File: config.mk
export PLATFORM = sky130hd
export DESIGN_NAME = usr_dac_spi_n
export DESIGN_NICKNAME = d
export VERILOG_FILES = /design/src/rtl/usr_dac_spi_n.sv
export SDC_FILE = /design/constraint.sdc
export NUM_CORES = 1
export LEC_CHECK = 0
export CORE_MARGIN = 2
export CORE_UTILIZATION = 23
export DETAILED_ROUTE_END_ITERATION = 8
export DONT_BUFFER_PORTS = 1
export PLACE_DENSITY = 0.45
export RECOVER_POWER = 50
export SYNTH_ARGS = -nofsm -noshare
export SYNTH_HDL_FRONTEND = slang
export SYNTH_SLANG_ARGS = --single-unit
File: constraint.sdc
create_clock -name CPUClock -period 4 [get_ports CPUClock]
set_input_delay 0.4 -clock CPUClock [delete_from_list [all_inputs] [get_ports CPUClock]]
set_output_delay 0.4 -clock CPUClock [all_outputs]
set_load 0.03 [all_outputs]
File: src/rtl/usr_dac_spi_n.sv
// usr_dac_spi_n: SFR-mapped multi-channel serial DAC transmitter.
// Channels share one SCLK/SIn pair, and each channel has its own active-low SYNC_n.
// Frames are queued per channel through pending bits. Arbitration is fixed
// priority, with the lowest index first.
// With SYNC_ALL set, pending frames wait for a GO before any of them are sent.
//
// Handshake: there is no valid/ready pair on this block. A CPU write is accepted
// on the rising edge where WR_EN & DIRECT_WR & address-hit is true. A read is
// served combinationally in the same cycle that DIRECT_RD is high.
module usr_dac_spi_n #(
  parameter int         NCH       = 4,
  parameter int         DATA_W    = 16,
  parameter logic [7:0] BASE_ADDR = 8'hC0
) (
  input  logic             CPUClock,
  input  logic             RESET,
  input  logic [7:0]       WR_ADDRS,
  input  logic [7:0]       RD_ADDRS,
  input  logic [7:0]       WR_DATA,
  input  logic             WR_EN,
  input  logic             DIRECT_WR,
  input  logic             DIRECT_RD,
  output logic [7:0]       RD_DATA,
  output logic             RD_HIT,
  output logic             DAC_SCLK,
  output logic             DAC_SIn,
  output logic [NCH-1:0]   DAC_SYNC_n,
  output logic             BUSY,
  output logic [1:0]       dbg_state
);

  localparam int         CH_W     = (NCH > 1) ? $clog2(NCH) : 1;
  localparam int         BIT_W    = $clog2(DATA_W + 1);
  localparam int         HI_W     = DATA_W - 8;
  localparam logic [7:0] OFF_CTRL = 8'(2 * NCH);
  localparam logic [7:0] OFF_DIV  = 8'(2 * NCH + 1);
  localparam logic [7:0] OFF_STAT = 8'(2 * NCH + 2);

  typedef enum logic [1:0] {
    IDLE  = 2'd0,
    SETUP = 2'd1,
    SHIFT = 2'd2,
    HOLD  = 2'd3
  } state_t;

  state_t              state_q, state_d;
  logic [DATA_W-1:0]   holding_q [NCH];
  logic [NCH-1:0]      pending_q;
  logic [NCH-1:0]      hi_wr;
  logic [NCH-1:0]      clr_vec;
  logic                en_q, sync_all_q, armed_q;
  logic [7:0]          div_q;
  logic [7:0]          wr_off, rd_off;
  logic                wr_sel, ctrl_wr;
  logic [CH_W-1:0]     win;
  logic                start;
  logic [DATA_W-1:0]   shreg_q;
  logic [CH_W-1:0]     ch_q;
  logic [8:0]          h_q;
  logic [9:0]          cnt_q;
  logic [BIT_W-1:0]    bit_q;
  logic                phase_q;
  logic                h_last, hold_last, last_bit;

  assign wr_off  = WR_ADDRS - BASE_ADDR;
  assign rd_off  = RD_ADDRS - BASE_ADDR;
  assign wr_sel  = WR_EN && DIRECT_WR && (wr_off <= OFF_STAT);
  assign ctrl_wr = wr_sel && (wr_off == OFF_CTRL);

  // High-byte write strobes per channel; each one queues a frame.
  always_comb begin
    hi_wr = '0;
    for (int c = 0; c < NCH; c++) begin
      if (wr_sel && (wr_off == 8'(2 * c + 1))) hi_wr[c] = 1'b1;
    end
  end

  // Fixed-priority pick: the loop runs downward so the lowest pending index wins.
  always_comb begin
    win = '0;
    for (int c = NCH - 1; c >= 0; c--) begin
      if (pending_q[c]) win = CH_W'(c);
    end
  end

  assign start = (state_q == IDLE) && en_q && (|pending_q) && (!sync_all_q || armed_q);

  // Pending bit of the channel being launched this cycle.
  always_comb begin
    clr_vec = '0;
    if (start) clr_vec[win] = 1'b1;
  end

  // Holding registers; the in-flight frame uses its own shift copy.
  always_ff @(posedge CPUClock or posedge RESET) begin
    if (RESET) begin
      for (int c = 0; c < NCH; c++) holding_q[c] <= '0;
    end else if (wr_sel) begin
      for (int c = 0; c < NCH; c++) begin
        if (wr_off == 8'(2 * c))     holding_q[c][7:0]        <= WR_DATA;
        if (wr_off == 8'(2 * c + 1)) holding_q[c][DATA_W-1:8] <= WR_DATA[HI_W-1:0];
      end
    end
  end

  // Pending set has priority over the launch clear, so a same-cycle rewrite queues again.
  always_ff @(posedge CPUClock or posedge RESET) begin
    if (RESET) pending_q <= '0;
    else       pending_q <= (pending_q & ~clr_vec) | hi_wr;
  end

  // CTRL, DIV and the GO-armed flag.
  always_ff @(posedge CPUClock or posedge RESET) begin
    if (RESET) begin
      en_q       <= 1'b0;
      sync_all_q <= 1'b0;
      armed_q    <= 1'b0;
      div_q      <= '0;
    end else begin
      if (ctrl_wr) begin
        en_q       <= WR_DATA[0];
        sync_all_q <= WR_DATA[1];
      end
      if (wr_sel && (wr_off == OFF_DIV)) div_q <= WR_DATA;
      // GO only arms when the same write keeps SYNC_ALL set.
      if (ctrl_wr && WR_DATA[2] && WR_DATA[1]) armed_q <= 1'b1;
      else if (!en_q || (pending_q == '0))     armed_q <= 1'b0;
    end
  end

  assign h_last    = (cnt_q == ({1'b0, h_q} - 10'd1));
  assign hold_last = (cnt_q == ({h_q, 1'b0} - 10'd1));
  assign last_bit  = (bit_q == BIT_W'(DATA_W - 1));

  // Frame state register.
  always_ff @(posedge CPUClock or posedge RESET) begin
    if (RESET) state_q <= IDLE;
    else       state_q <= state_d;
  end

  // Next-state logic for the frame sequencer.
  always_comb begin
    state_d = state_q;
    case (state_q)
      IDLE:    if (start) state_d = SETUP;
      SETUP:   if (h_last) state_d = SHIFT;
      SHIFT:   if (h_last && phase_q && last_bit) state_d = HOLD;
      HOLD:    if (hold_last) state_d = IDLE;
      default: state_d = IDLE;
    endcase
  end

  // Frame datapath: the shift register, the half-period counter and the bit counter.
  always_ff @(posedge CPUClock or posedge RESET) begin
    if (RESET) begin
      shreg_q <= '0;
      ch_q    <= '0;
      h_q     <= 9'd1;
      cnt_q   <= '0;
      bit_q   <= '0;
      phase_q <= 1'b0;
    end else begin
      case (state_q)
        IDLE: begin
          if (start) begin
            shreg_q <= holding_q[win];
            ch_q    <= win;
            h_q     <= {1'b0, div_q} + 9'd1;
            cnt_q   <= '0;
            bit_q   <= '0;
            phase_q <= 1'b0;
          end
        end
        SETUP: cnt_q <= h_last ? '0 : cnt_q + 10'd1;
        SHIFT: begin
          if (h_last) begin
            cnt_q   <= '0;
            phase_q <= ~phase_q;
            // The next bit appears at the SCLK rise; the frame advances after the high half.
            if (!phase_q) shreg_q <= {shreg_q[DATA_W-2:0], 1'b0};
            else          bit_q   <= bit_q + BIT_W'(1);
          end else begin
            cnt_q <= cnt_q + 10'd1;
          end
        end
        HOLD:    cnt_q <= hold_last ? '0 : cnt_q + 10'd1;
        default: cnt_q <= '0;
      endcase
    end
  end

  // Serial outputs decoded from the registered state.
  always_comb begin
    BUSY       = (state_q != IDLE);
    DAC_SCLK   = !((state_q == SHIFT) && !phase_q);
    DAC_SIn    = 1'b0;
    DAC_SYNC_n = '1;
    if ((state_q == SETUP) || (state_q == SHIFT)) begin
      DAC_SIn          = shreg_q[DATA_W-1];
      DAC_SYNC_n[ch_q] = 1'b0;
    end
  end

  assign dbg_state = state_q;

  // Combinational SFR read mux; returns 0 outside the block.
  always_comb begin
    RD_HIT  = DIRECT_RD && (rd_off <= OFF_STAT);
    RD_DATA = '0;
    if (RD_HIT) begin
      for (int c = 0; c < NCH; c++) begin
        if (rd_off == 8'(2 * c))     RD_DATA = holding_q[c][7:0];
        if (rd_off == 8'(2 * c + 1)) RD_DATA = 8'(holding_q[c][DATA_W-1:8]);
      end
      if (rd_off == OFF_CTRL) RD_DATA = {6'b0, sync_all_q, en_q};
      if (rd_off == OFF_DIV)  RD_DATA = div_q;
      if (rd_off == OFF_STAT) RD_DATA = 8'(pending_q) | {BUSY, 7'b0};
    end
  end

endmodule
==> summary.txt <==
Synthesis
  • Mapped Nets: approximately 750
  • Most frequently used flop master after synthesis: dfrtp_1
  • Post-synth top cells: dfrtp_1, nand2_1, mux2_2, nor2_1, clkbuf_1
  • Post-synth top area share: 0.423
  • Simple-Gate Fraction of Synth Area: 0.154
  • Largest family of logic cells by synthesized area: multiplexers
  • Sequential area share after synthesis: 0.427
  • Synth top area cells: dfrtp_1, mux2_2, nand2_1
  • Ys Warns: 0
  • Area leader, netlist: dfrtp_1
  • Post-Synth XOR/XNOR Area: 0.0301
  • Most common cell in the netlist: dfrtp_1
  • Post-synth ARST share: 1.00
  • Compound-Gate Fraction of Synth Area: 0.153
  • Synth Instances: around 710
  • Synth Register Bits: around 120
  • Adder-cell share of the synthesized area: 0.0172
  • Mux share of post-synthesis cell area: 0.179
  • Synth unique cells: 74
  • Post-synth EDFFs: 0
  • Synthesized area: 7280 um^2
  • Syn Area/Cell: between 10 and 15 um^2

Floorplan
  • Io pins: 47
  • DIE HEIGHT: ~180 um
  • Starting Density: 0.232
  • Horiz. Die Dim: 182 um
  • Core footprint: ~31,000 um^2
  • Row count: 65
  • Die ar.: 33,100 um^2

Global route
  • Total GRT Usage: 0.138
  • First-pass GRT wire length: approximately 34 mm
  • Pin count of the biggest net entering global routing: approximately 70
  • Vias in the first global route: between 5k and 6k
  • Initial antenna violation count: 0
  • Total global routing overflow: 0

Placement
  • Placed cells: 1,076
  • GPL Wtd Cong: 0.814
  • Port buffer count: 0
  • HPWL Detailed: 15.2 mm

Hold path
  • HP Class: in2reg

Detailed routing
  • Via/cell ratio: ~5
  • Drt first pass iters: 5
  • DRC violations left: 0
  • Routed WL per cell: approximately 20 um
  • Final WL: between 20 and 25 mm
  • Via count: between 5k and 6k
  • Post-detailed-route count of antenna-violating nets: 0
  • Iteration-0 DRC Markers: 451

Clocking
  • Max Buffers Root-to-Sink: 2
  • Inserted Clock Buffers: 17
  • Root buffer cell: clkbuf_16
  • # Post-CTS Setup Buffers: 0
  • Clock latency on the worst-skew pair: between 400 and 500 ps
  • Sinks on Clock Net: approximately 120
  • CTS tree: done
  • CTS HTree Levels: 4
  • Clock Pin Slew Worst Setup and Hold Paths: ~60 ps

STA
  • Final Critical Period: 3350 ps
  • Final hold vios: 0
  • Worst rel slew slack: -0.904
  • Max-slew violation count: ~70
  • Final setup vio count: 0
  • Sum Neg Setup Slack: 0 ps
  • Unrepaired setup endpoints after global routing: no
  • Period utilization: 0.836
  • Final Skew: between 10 and 15 ps
  • FMAX: about 300 MHz
  • Worst-Margin Slew: between 2000 and 3000 ps

Critical path
  • CP Launch Type: flip-flop
  • Critical Path RT: between 4000 and 5000 ps
  • Crit path DAT: roughly 3700 ps
  • Critical path type: reg2reg
  • Max Fanout on Critical Path: 16
  • CP endpoint kind: flip-flop

Pwr
  • PwrDens: around 530 nW/um^2
  • LEAKAGE: ~3.5 nW
  • Peak supply drop: roughly 350 uV

Final layout
  • Final #Nets: 733
  • Post-Layout Cell Count: between 1k and 1.5k
  • Synth-to-layout area growth: 13.3%
  • Ratio of cells with drive above 1 in the final layout: 0.233

Run
  • Maxcap violations: 1

Outcome
  • Failing checks: capacitance limit, slew limit
  • Outcome: finished, violations left
## power by group
group          total (mW)  switching (mW)  internal [mW]
sequential           1.54           0.168           1.37
combinational        1.32           0.806          0.517
clock                1.49           0.632          0.861
total                4.36            1.61           2.75
## repair_timing
action	4_1_cts	5_1_grt
hold buffers	1	0
resized for setup	0	0
hold endpoints to repair	67	0
## through the flow
step           cell area [um^2]  total power [mW]  setup slack (ps)  hold WS [ps]  utilization
2_1_floorplan              7280              2.59               302           441            -
3_3_place_gp               7690              2.89               700           432        0.245
3_5_place_dp               7690              2.89               686           430        0.245
4_1_cts                    8260              4.41               663          73.8        0.263
5_1_grt                    8240              4.60               310          96.0        0.263
6_report                   8250              4.36               654          92.1        0.263
## state kept, by name, indices dropped and copies added (netlist names)
| name | count |
|---|---|
| armed_q | 1 |
| cnt_q | 10 |
| pending_q | 4 |
| ch_q | 2 |
| bit_q | 5 |
| en_q | 1 |
| div_q | 8 |
| dbg_state | 2 |
| shreg_q | 16 |
| phase_q | 1 |
| holding_q | 64 |
| h_q | 9 |
| sync_all_q | 1 |
## cell usage in the layout (no fill, tap or decap), types with 10 or more instances in the layout
master | synthesis | final
dfrtp_1 | 123 | 123
nand2_1 | 84 | 84
mux2_2 | 82 | 82
nor2_1 | 41 | 41
o21ai_0 | 36 | 36
a31oi_1 | 19 | 19
inv_1 | 18 | 18
a21oi_1 | 17 | 17
a222oi_1 | 17 | 17
clkbuf_16 | 0 | 17
nand3_1 | 16 | 16
xor2_1 | 14 | 14
buf_4 | 0 | 13
nor3_1 | 13 | 12
xnor2_1 | 11 | 11
nand2b_1 | 10 | 10
ha_1 | 10 | 10
## final timing paths
| check | endpoint | start | slack [ps] | cells after the start |
|---|---|---|---|---|
| min in group asynchronous | h_q[3] | RESET | 1440 | 2 |
| setup / recovery | shreg_q[9] | h_q[1] | 650 | 10 |
| setup reg to reg | shreg_q[9] | h_q[1] | 650 | 10 |
| hold / removal | holding_q[28] | WR_DATA[4] | 90 | 2 |
| max in group asynchronous | holding_q[59] | RESET | 920 | 2 |
| hold reg to reg | armed_q | armed_q | 490 | 2 |
## metal layers
metal / vias to the layer above / GRT usage / routed length, um
li1: 2591 / - / -
met1: 2828 / 0.182 / 10000
met3: 22 / 0.0409 / 1330
met5: - / 0 / 0
met4: 0 / 0.0435 / 341
met2: 136 / 0.217 / 10300
## worst max-delay path: stages, from the launching register on
cell and delay [ps]:
dfrtp_1 420, inv_1 70, ha_1 220, or4b_4 550
or3_1 350, a221oi_2 280, o2111ai_2 220, o31ai_1 280
and2b_1 170, buf_4 290, mux2_2 380
## final cells by class
| cell class | count | area (um^2) |
|---|---|---|
| well taps | 402 | 503 |
| clock inverters | 15 | 138 |
| flip-flops and latches | 124 | 3100 |
| fillers | 3362 | 23100 |
| diodes | 1 | 2.50 |
| multi-input cells | 517 | 3890 |
| repair buffers | 16 | 115 |
| inverters | 18 | 67.6 |
| clock buffers | 17 | 425 |
## cell families (layout without fill, tap and decap cells)
kind of cell,Yosys count,in the layout
multiplexers,105,105
other,0,1
buffers and inverters,67,66
AND/OR/NAND/NOR,224,224
adder cells (fa/ha/maj),10,10
flip-flops,124,124
XOR/XNOR,25,25
AO/OA/AOI/OAI,153,153
No activity file was read; power rests on OpenSTA's default activity.
